$ cat src/rtl/muldiv_seq.sv
// Iterative signed multiply/divide sequencer: radix-2 Booth MUL and restoring DIV
// over WIDTH iterations, with HI/LO result registers and busy/done handshake.
module muldiv_seq #(
   parameter int WIDTH = 32,
   parameter int CNT_W = 6
) (
   input  logic             clock,
   input  logic             clear_n,
   input  logic             start,
   input  logic             op,
   input  logic [WIDTH-1:0] a,
   input  logic [WIDTH-1:0] b,
   output logic             busy,
   output logic             done,
   output logic             div_zero,
   output logic [WIDTH-1:0] hi,
   output logic [WIDTH-1:0] lo
);

   localparam logic [2:0] S_IDLE = 3'd0;
   localparam logic [2:0] S_MUL  = 3'd1;
   localparam logic [2:0] S_DIV  = 3'd2;
   localparam logic [2:0] S_FIX  = 3'd3;
   localparam logic [2:0] S_FIN  = 3'd4;

   logic [2:0]       state;
   logic [CNT_W-1:0] cnt;
   logic [WIDTH:0]   acc;     // Booth accumulator / division remainder
   logic [WIDTH-1:0] mq;      // multiplier / quotient
   logic             q1;
   logic [WIDTH-1:0] mcand;   // multiplicand / divisor magnitude
   logic             neg_q;
   logic             neg_r;
   logic             zflag;

   logic [WIDTH-1:0] a_mag;
   logic [WIDTH-1:0] b_mag;
   logic [WIDTH:0]   booth_sum;
   logic [WIDTH:0]   mul_acc;
   logic [WIDTH-1:0] mul_mq;
   logic [WIDTH:0]   rem_s;
   logic [WIDTH:0]   trial;
   logic [WIDTH:0]   div_acc;
   logic [WIDTH-1:0] div_mq;
   logic             last;

   always_comb begin
      a_mag = a[WIDTH-1] ? -a : a;
      b_mag = b[WIDTH-1] ? -b : b;
      last  = (cnt == CNT_W'(WIDTH - 1));

      case ({mq[0], q1})
         2'b01:   booth_sum = acc + {mcand[WIDTH-1], mcand};
         2'b10:   booth_sum = acc - {mcand[WIDTH-1], mcand};
         default: booth_sum = acc;
      endcase
      mul_acc = {booth_sum[WIDTH], booth_sum[WIDTH:1]};
      mul_mq  = {booth_sum[0], mq[WIDTH-1:1]};

      rem_s = {acc[WIDTH-1:0], mq[WIDTH-1]};
      trial = rem_s - {1'b0, mcand};
      if (trial[WIDTH]) begin
         div_acc = rem_s;
         div_mq  = {mq[WIDTH-2:0], 1'b0};
      end else begin
         div_acc = trial;
         div_mq  = {mq[WIDTH-2:0], 1'b1};
      end
   end

   always_ff @(posedge clock) begin
      if (!clear_n) begin
         state    <= S_IDLE;
         busy     <= 1'b0;
         done     <= 1'b0;
         div_zero <= 1'b0;
         hi       <= '0;
         lo       <= '0;
         cnt      <= '0;
         acc      <= '0;
         mq       <= '0;
         q1       <= 1'b0;
         mcand    <= '0;
         neg_q    <= 1'b0;
         neg_r    <= 1'b0;
         zflag    <= 1'b0;
      end else begin
         done <= 1'b0;
         case (state)
            S_IDLE: begin
               if (start) begin
                  cnt      <= '0;
                  busy     <= 1'b1;
                  div_zero <= 1'b0;
                  q1       <= 1'b0;
                  zflag    <= 1'b0;
                  if (!op) begin
                     acc   <= '0;
                     mq    <= b;
                     mcand <= a;
                     state <= S_MUL;
                  end else if (b == '0) begin
                     // Divide-by-zero passes through FIX untouched so results land two edges after accept.
                     acc   <= {a[WIDTH-1], a};
                     mq    <= '1;
                     mcand <= b;
                     zflag <= 1'b1;
                     state <= S_FIX;
                  end else begin
                     acc   <= '0;
                     mq    <= a_mag;
                     mcand <= b_mag;
                     neg_q <= a[WIDTH-1] ^ b[WIDTH-1];
                     neg_r <= a[WIDTH-1];
                     state <= S_DIV;
                  end
               end
            end
            S_MUL: begin
               acc <= mul_acc;
               mq  <= mul_mq;
               q1  <= mq[0];
               cnt <= cnt + 1'b1;
               if (last) state <= S_FIN;
            end
            S_DIV: begin
               acc <= div_acc;
               mq  <= div_mq;
               cnt <= cnt + 1'b1;
               if (last) state <= S_FIX;
            end
            S_FIX: begin
               if (!zflag) begin
                  if (neg_q) mq  <= -mq;
                  if (neg_r) acc <= -acc;
               end
               state <= S_FIN;
            end
            S_FIN: begin
               hi       <= acc[WIDTH-1:0];
               lo       <= mq;
               busy     <= 1'b0;
               done     <= 1'b1;
               div_zero <= zflag;
               state    <= S_IDLE;
            end
            default: state <= S_IDLE;
         endcase
      end
   end

endmodule

$ cat config.mk
export PLATFORM = sky130hd
export DESIGN_NAME = muldiv_seq
export DESIGN_NICKNAME = d
export VERILOG_FILES = /design/src/rtl/muldiv_seq.sv
export SDC_FILE = /design/constraint.sdc
export NUM_CORES = 1
export LEC_CHECK = 0
export ABC_CLOCK_PERIOD_IN_PS = 4800
export CAP_MARGIN = 0
export CORE_MARGIN = 4
export CORE_UTILIZATION = 32
export CTS_BUF_LIST = sky130_fd_sc_hd__clkbuf_16
export DETAILED_ROUTE_END_ITERATION = 8
export PLACE_DENSITY_LB_ADDON = 0.15
export SLEW_MARGIN = 20
export SYNTH_ARGS = -nofsm -noshare
export SYNTH_HDL_FRONTEND = slang
export SYNTH_SLANG_ARGS = --single-unit
$ cat constraint.sdc
create_clock -name clock -period 4.8 [get_ports clock]
set_input_delay 0.96 -clock clock [delete_from_list [all_inputs] [get_ports clock]]
set_output_delay 0.96 -clock clock [all_outputs]
set_load 0.05 [all_outputs]
Yosys cells after proc, flatten, opt, wreduce, memory -nomap -nowiden
Cells that the tools add are included.
W data, S select, Z words.
Cells by class
  add/sub/neg operators: 8
  bitwise gates (word level): 2
  eq/ne operators: 13
  muxes and demuxes: 35
  reduce and logical (&&, ||, !) cells: 15
Operator list (count)
  $mux W32: 9
  $mux W33: 6
  $pmux W33 S4: 1
  $pmux W32 S4: 1
  $neg A32 Y32: 3
  $pmux W33 S2: 1
  $add A33 B33 Y33: 1
  $neg A33 Y33: 1
  $sub A33 B32 Y33: 1
  $sub A33 B33 Y33: 1
  $logic_not A32 Y1: 1
  $ne A2 B2 Y1 const B: 6
  $pmux W3 S4: 1
  $pmux W6 S2: 1
  $reduce_and A4 Y1: 3
  $mux W3: 3
  $reduce_and A2 Y1: 4
  $mux W1: 7
  $add A6 B1 Y6 const B: 1
  $eq A3 B2 Y1 const B: 2
  $eq A6 B5 Y1 const B: 1
  $mux W6: 1
  $pmux W1 S2: 3
  $reduce_bool A2 Y1: 3
  11 further kinds: 11
Storage, ports and cells
  logic and storage cells: 87
  bits in registers: 177
  input port bits: 68
  output and inout bits: 67

Depth between registers and ports, before layout
  depth after elaboration: 6
  gate-level depth with buffers: 20
  depth with buffers taken out: 18

Worst setup path before layout
No wires, ideal clock.
  kind: register to register
  from: reg mcand[13]
  to: reg acc[31]
  path slack: 0.777 ns
  cell stages (with the launch flop): 18
  path buffers: 1
  data arrival time: 3.899 ns
  required time: 4.676 ns
  library setup time: 0.124 ns
  clock period less this slack: 4.023 ns
  path through: dfxtp_1 > or4_4 > nor3_4 > nand2_1 > nor4b_1 > a31oi_1 > xnor2_1 > ha_1 > clkbuf_1 > a21o_1 > a21o_1 > a21oi_1 > o21ai_0 > a31oi_1 > o41a_1 > mux2_2 > nor3_2 > a31oi_1
On the way
  cells in the longest elaborated chain, start to end: 3
  elaborated cells between the ends (all ways): 6
  classes of those cells: add/sub: 3; mux: 3
RTL lines
  from (decl): line 31  | logic [WIDTH-1:0] mcand;
  from (signal assigned): line 112  | mcand <= b_mag;
  $sub A33 B33 Y33, or another cell as far along: line 54  | 2'b10: booth_sum = acc - {mcand[WIDTH-1], mcand};
  $pmux W33 S2 or $mux W33 (tied branches): line 52, 62
  $pmux W33 S4 (*): line 89  | case (state)
  to (signal assigned): line 104  | acc <= {a[WIDTH-1], a};
  to (signal assigned): line 120  | acc <= mul_acc;
  to (signal assigned): line 127  | acc <= div_acc;
  to (decl): line 28  | logic [WIDTH:0] acc;
Every way passes the cells marked *; elsewhere a longest branch is shown, timed or not.
A chain may end at the register's enable or synchronous reset.

Worst setup path after layout
  from: reg mcand[0]
  to: reg acc[20]
Same word-level chain as after synthesis.

==> flow_summary.json <==
{
  "worst_pin_slew_ns": 1.00,
  "yosysMostFrequentCell": "nand2_1",
  "ys_ff_latch": 177,
  "p_leak_nw": 6.71,
  "post-route-min-period_ns": 4.47,
  "cts_tree": "yes",
  "clkLatencyLatePin_ns": 0.47,
  "grt_pass1_vias": 15800,
  "cp_max_fo": 13,
  "wl_per_cell_um": 22.2,
  "via_count": 16700,
  "overflow": 0,
  "hold_class": "flop to flop",
  "fin_crit_sh": 0.931,
  "critPathRequiredTime_ns": 5.19,
  "synth_cell_type_count": 84,
  "start_util": 0.327,
  "clk_path_buf_depth": 2,
  "gp_congestion": 0.971,
  "fmax_mhz": 224,
  "io_pins": 135,
  "synthTopCellsByCount": "nand2_1, dfxtp_1, o21ai_0",
  "rows": 80,
  "synth-async-reset-ratio": 0,
  "grt_max_degree": 128,
  "syn_area_um2": 15700,
  "antenna_found_initial": 0,
  "antenna_cells": 0,
  "wl_um": 64100,
  "fp.dieW_um": 230,
  "final-hold-violation-count": 0,
  "cts.sinks": 177,
  "synthFlopType": "dfxtp_1",
  "synth_seq_area_share": 0.225,
  "drtIter0Drc": 1593,
  "dp_hpwl_um": 48400,
  "fillCellCount": 5104,
  "status": "finished, final reports clean",
  "synth-edff-count": 0,
  "synth_top_cell_by_area": "dfxtp_1",
  "timing.hold.ws_ns": 0.463,
  "ir_drop_mv": 0.270,
  "synthTopCellsByArea": "dfxtp_1, nand2_1, xnor2_1",
  "finalWorstSetupSlack_ns": 0.334,
  "firstDrtPassIters": 6,
  "dp_slack_ns": 0.223,
  "nets": 2359,
  "io_buffer_count": 134,
  "track_usage": 0.234,
  "cp.arrival_ns": 4.86,
  "area_delta_synth_final_pct": 17.2,
  "drive_above_1_share": 0.0753,
  "synthCells": 2150,
  "vias_per_cell": 5.79,
  "grt_first_pass_wirelength_um": 97100,
  "synth_top_area_frac": 0.225,
  "synth_warnings": 0,
  "worstSetupEndpointType": "flop",
  "cts_max_level": 4,
  "drtAntennaViolNets": 0,
  "r2r_slack_ns": 0.33,
  "postSynthAreaPerCell_um2": 7.32,
  "slew_violations": 0,
  "die_y_um": 230,
  "die-area_um2": 52800,
  "synth_nets": 2292,
  "clock_skew_ns": 0.0128,
  "pwr_density_cell_nw_per_um2": 359,
  "start_kind": "flop",
  "core_area_um2": 48100,
  "max_cap_viol_count": 0,
  "clockRootBuffer": "clkbuf_16",
  "finalSetupViolCount": 0,
  "slew_headroom": 0.328,
  "drc": 0,
  "crit_type": "flop to flop",
  "cts_buffers": 17,
  "clk_pin_slew_ns": 0.08
}
==> path summary, 6_finish.rpt <==
check,startpoint,to,cells past startpoint
setup / recovery,mcand[0],acc[20],18
hold / removal,busy,busy,2
setup reg to reg,mcand[0],acc[20],18
hold reg to reg,busy,busy,2
==> flip-flops by register name, indices dropped and copies added (netlist names), 3 cells and up <==
signal and cells:
hi 32, mcand 32, acc 33, lo 32
cnt 6, mq 32, state 3
==> worst max-delay path: stages, from the launching register on <==
cell,delay [ns]
dfxtp_1,0.38
ha_1,0.18
inv_1,0.05
fa_1,0.39
a211oi_1,0.24
o21ai_0,0.24
o211a_1,0.31
o21ai_0,0.17
buf_4,0.15
nand2_1,0.07
a31oi_1,0.24
o21ai_0,0.15
ha_1,0.31
nor2_1,0.78
buf_4,0.25
o21ai_0,0.09
o2111ai_1,0.08
a211oi_1,0.07
o31ai_1,0.22
==> per-stage QoR <==
| step | util | cell area, um^2 | setup TNS (ns) | cells | power (W) |
|---|---|---|---|---|---|
| 4_1_cts | 0.383 | 18400 | 0 | 2886 | 0.00659 |
| 5_1_grt | 0.383 | 18400 | -0.00558 | 2886 | 0.00702 |
| 3_5_place_dp | 0.371 | 17900 | 0 | 2854 | 0.00516 |
| 6_report | 0.383 | 18400 | 0 | 2886 | 0.00661 |
| 3_3_place_gp | 0.371 | 17900 | 0 | 2854 | 0.00515 |
| 2_1_floorplan | - | 15700 | 0 | 2150 | 0.00415 |
==> power by group <==
| group | total [W] | internal [W] | switching (W) |
|---|---|---|---|
| clock network | 0.00141 | 0.000710 | 0.000698 |
| logic | 0.00344 | 0.00135 | 0.00208 |
| registers | 0.00177 | 0.00159 | 0.000183 |
| total | 0.00661 | 0.00365 | 0.00296 |
==> routing by layer <==
layer | part of all wire | vias up | track usage
met1 | 0.44 | 8024 | 0.311
met5 | 0 | - | 0
met2 | 0.47 | 598 | 0.397
met3 | 0.059 | 76 | 0.0308
met4 | 0.025 | 0 | 0.0718
li1 | - | 8016 | -
==> cells in the final DEF, fill, tap and decap left out, types with 69 or more instances in the layout <==
| cell | count |
|---|---|
| nor2_1 | 133 |
| xor2_1 | 69 |
| buf_4 | 90 |
| clkdlybuf4s50_1 | 132 |
| nand2_1 | 287 |
| a21oi_1 | 156 |
| xnor2_1 | 107 |
| o21ai_0 | 157 |
| dfxtp_1 | 177 |
| a21boi_0 | 79 |
| ha_1 | 72 |
==> repair_timing <==
action                                  CTS  global route
resized for setup                         0             2
buffers inserted                          0             0
endpoints found under the setup margin    0             3
hold buffers                              0             0
==> cell type report <==
| class | instances | area [um^2] | area share |
|---|---|---|---|
| clock buffers | 17 | 425 | 0.0231 |
| clock inverters | 15 | 118 | 0.00638 |
| inverters | 61 | 229 | 0.0124 |
| multi-input cells | 1737 | 11300 | 0.612 |
| flip-flops and latches | 177 | 3540 | 0.192 |
| well taps | 656 | 821 | 0.0445 |
| repair buffers | 223 | 2020 | 0.109 |
==> cell families (layout without fill, tap and decap cells) <==
group / after synthesis / in the layout / share of synthesized area
buffers and inverters: 236 / 316 / 0.0596
AO/OA/AOI/OAI: 741 / 741 / 0.315
multiplexers: 27 / 27 / 0.0180
adder cells (fa/ha/maj): 74 / 74 / 0.0598
XOR/XNOR: 176 / 176 / 0.0980
AND/OR/NAND/NOR: 719 / 719 / 0.224
flip-flops: 177 / 177 / 0.225
Power figures use the tool's default switching activity.
==> edit, RTL diff (same settings) <==
Register the inputs `clear_n`, `start`, `op`, `a` and `b` before use. The logic sees them one clock later.
--- a/src/rtl/muldiv_seq.sv
+++ b/src/rtl/muldiv_seq.sv
@@ -24,4 +24,18 @@
    localparam logic [2:0] S_FIN  = 3'd4;
 
+   logic clear_n_q;
+   logic start_q;
+   logic op_q;
+   logic [WIDTH-1:0] a_q;
+   logic [WIDTH-1:0] b_q;
+
+   always_ff @(posedge clock) begin
+      clear_n_q <= clear_n;
+      start_q   <= start;
+      op_q      <= op;
+      a_q       <= a;
+      b_q       <= b;
+   end
+
    logic [2:0]       state;
    logic [CNT_W-1:0] cnt;
@@ -46,6 +60,6 @@
 
    always_comb begin
-      a_mag = a[WIDTH-1] ? -a : a;
-      b_mag = b[WIDTH-1] ? -b : b;
+      a_mag = a_q[WIDTH-1] ? -a_q : a_q;
+      b_mag = b_q[WIDTH-1] ? -b_q : b_q;
       last  = (cnt == CNT_W'(WIDTH - 1));
 
@@ -70,5 +84,5 @@
 
    always_ff @(posedge clock) begin
-      if (!clear_n) begin
+      if (!clear_n_q) begin
          state    <= S_IDLE;
          busy     <= 1'b0;
@@ -89,5 +103,5 @@
          case (state)
             S_IDLE: begin
-               if (start) begin
+               if (start_q) begin
                   cnt      <= '0;
                   busy     <= 1'b1;
@@ -95,14 +109,14 @@
                   q1       <= 1'b0;
                   zflag    <= 1'b0;
-                  if (!op) begin
+                  if (!op_q) begin
                      acc   <= '0;
-                     mq    <= b;
-                     mcand <= a;
+                     mq    <= b_q;
+                     mcand <= a_q;
                      state <= S_MUL;
-                  end else if (b == '0) begin
+                  end else if (b_q == '0) begin
                      // Divide-by-zero passes through FIX untouched so results land two edges after accept.
-                     acc   <= {a[WIDTH-1], a};
+                     acc   <= {a_q[WIDTH-1], a_q};
                      mq    <= '1;
-                     mcand <= b;
+                     mcand <= b_q;
                      zflag <= 1'b1;
                      state <= S_FIX;
@@ -111,6 +125,6 @@
                      mq    <= a_mag;
                      mcand <= b_mag;
-                     neg_q <= a[WIDTH-1] ^ b[WIDTH-1];
-                     neg_r <= a[WIDTH-1];
+                     neg_q <= a_q[WIDTH-1] ^ b_q[WIDTH-1];
+                     neg_r <= a_q[WIDTH-1];
                      state <= S_DIV;
                   end
Function: changed (Yosys sat finds a counterexample within 4 cycles, from zero or initial values).
==> edit against the unedited design <==
  * Setup slack got worse by 41 ps
  * Global-route usage barely moved
  * Sequential cell count is 67 higher
  * Critical path depth fell by 1
  * Count of clock-buffer cells in the layout up 12
  * Synthesized area is 8.7% higher
  * Clock skew grew 6.3 ps
  * Wire length is 9.2% higher
  * Non-clock buffer count rose by 7
  * Sequential share of layout area is 4.6 points higher
  * Final area increased by 11%
  * First-iteration DRC count is 2.1% lower
Power is not compared: it rests on default switching activity, and its combinational part moved more than twofold at a synthesized area within 25%.
==> edit: results (changes against the unedited design) <==
Period Utilization, post-route: 0.9390 (was 0.9305)
row count: 84 (was 80)
vias in the first global route: 16390 (was 15820)
CTS Buffer Depth: 3 (was 2)
CP endpoint: acc[29] (was acc[20])
layout cell share with drive strength beyond 1: 0.09153 (was 0.07534)
Num CTS Buffers: 29 (was 17)
worst setup path startpoint: mcand[2] (was mcand[0])
R2R depth: 17 (was 18)
Area contributors post-synth: dfxtp_1 29%, nand2_1 5.8%, ha_1 5.3% (was dfxtp_1 23%, nand2_1 6.9%, xnor2_1 6.0%)
post-synthesis adder-cell area fraction: 0.05503 (was 0.05981)
Tot GR Track Use: 0.2347 (was 0.2344)
status: completed (unchanged)
routed wl met2: 32.64 mm (was 30.31 mm)
pre-CTS WS: 60.89 ps (was 223.2 ps)
Nets: 2446 (was 2359)
register area: 4892 um^2 (was 3543 um^2)
clk_lat worst skew: 600 ps (was 470 ps)
sink of the worst hold path: lo[27] (was busy)
routed wire length on met3: 3.619 mm (was 3.788 mm)
per-cell routed wire length: 23.22 um (was 22.21 um)
Synth Area in XOR/XNOR: 0.08657 (was 0.09798)
buffer share of cell area: 0.1017 (was 0.1094)
met1 Usage GRT: 0.3156 (was 0.3114)
worst stage delay on the critical path: 570 ps (was 780 ps)
WL met1: 30.89 mm (was 28.37 mm)
FF+latch count, synth: 244 (was 177)
Worst slew margin: 0.3339 (was 0.3279)
Netlist cell types: 91 (was 84)
CTS H-tree depth: 1 (was 4)
number of DRC markers in iteration 0: 1559 (was 1593)
multi-input combinational area share: 0.5533 (was 0.6119)
Vias: 17490 (was 16710)
Crit path max-delay family: simple AND/OR/NAND/NOR gates (was compound AO/OA/AOI/OAI gates)
bufs w/o clock: 230 (was 223)
M2 GR Usage: 0.3915 (was 0.3971)
crit path max-delay cell type: or4_4 (was nor2_1)
clk slew on worst S/H paths: 60 ps (was 80 ps)
met3 Usage GRT: 0.02573 (was 0.03082)
mux contribution to synthesized area: 0.01266 (was 0.01797)
## edit: cell count changes after synthesis, sizes merged, moves of 14 or more
cell    before  now
a211oi      31   45
dfxtp      177  244
nand2      290  268
nor2       134  158
xnor2      107   81
xor2        69   88
## edit: power breakdown
| part | switching, uW | internal, uW | leakage [uW] |
|---|---|---|---|
| sequential | 707 | 2470 | 0.00201 |
| combinational | 7270 | 4370 | 0.00518 |
| clock | 952 | 1580 | 0.000554 |
## edit: per-stage QoR
step / hold slack, ps / util / power [uW] / instances
after global placement: 451.6 / 0.3679 / 14580 / 2961
final: 460.8 / 0.3888 / 17350 / 3015
after floorplan: 452.3 / - / 10770 / 2209
after detailed placement: 457.3 / 0.3680 / 14600 / 2961
after global routing: 485.6 / 0.3888 / 18460 / 3015
after CTS: 465.8 / 0.3885 / 17210 / 3015
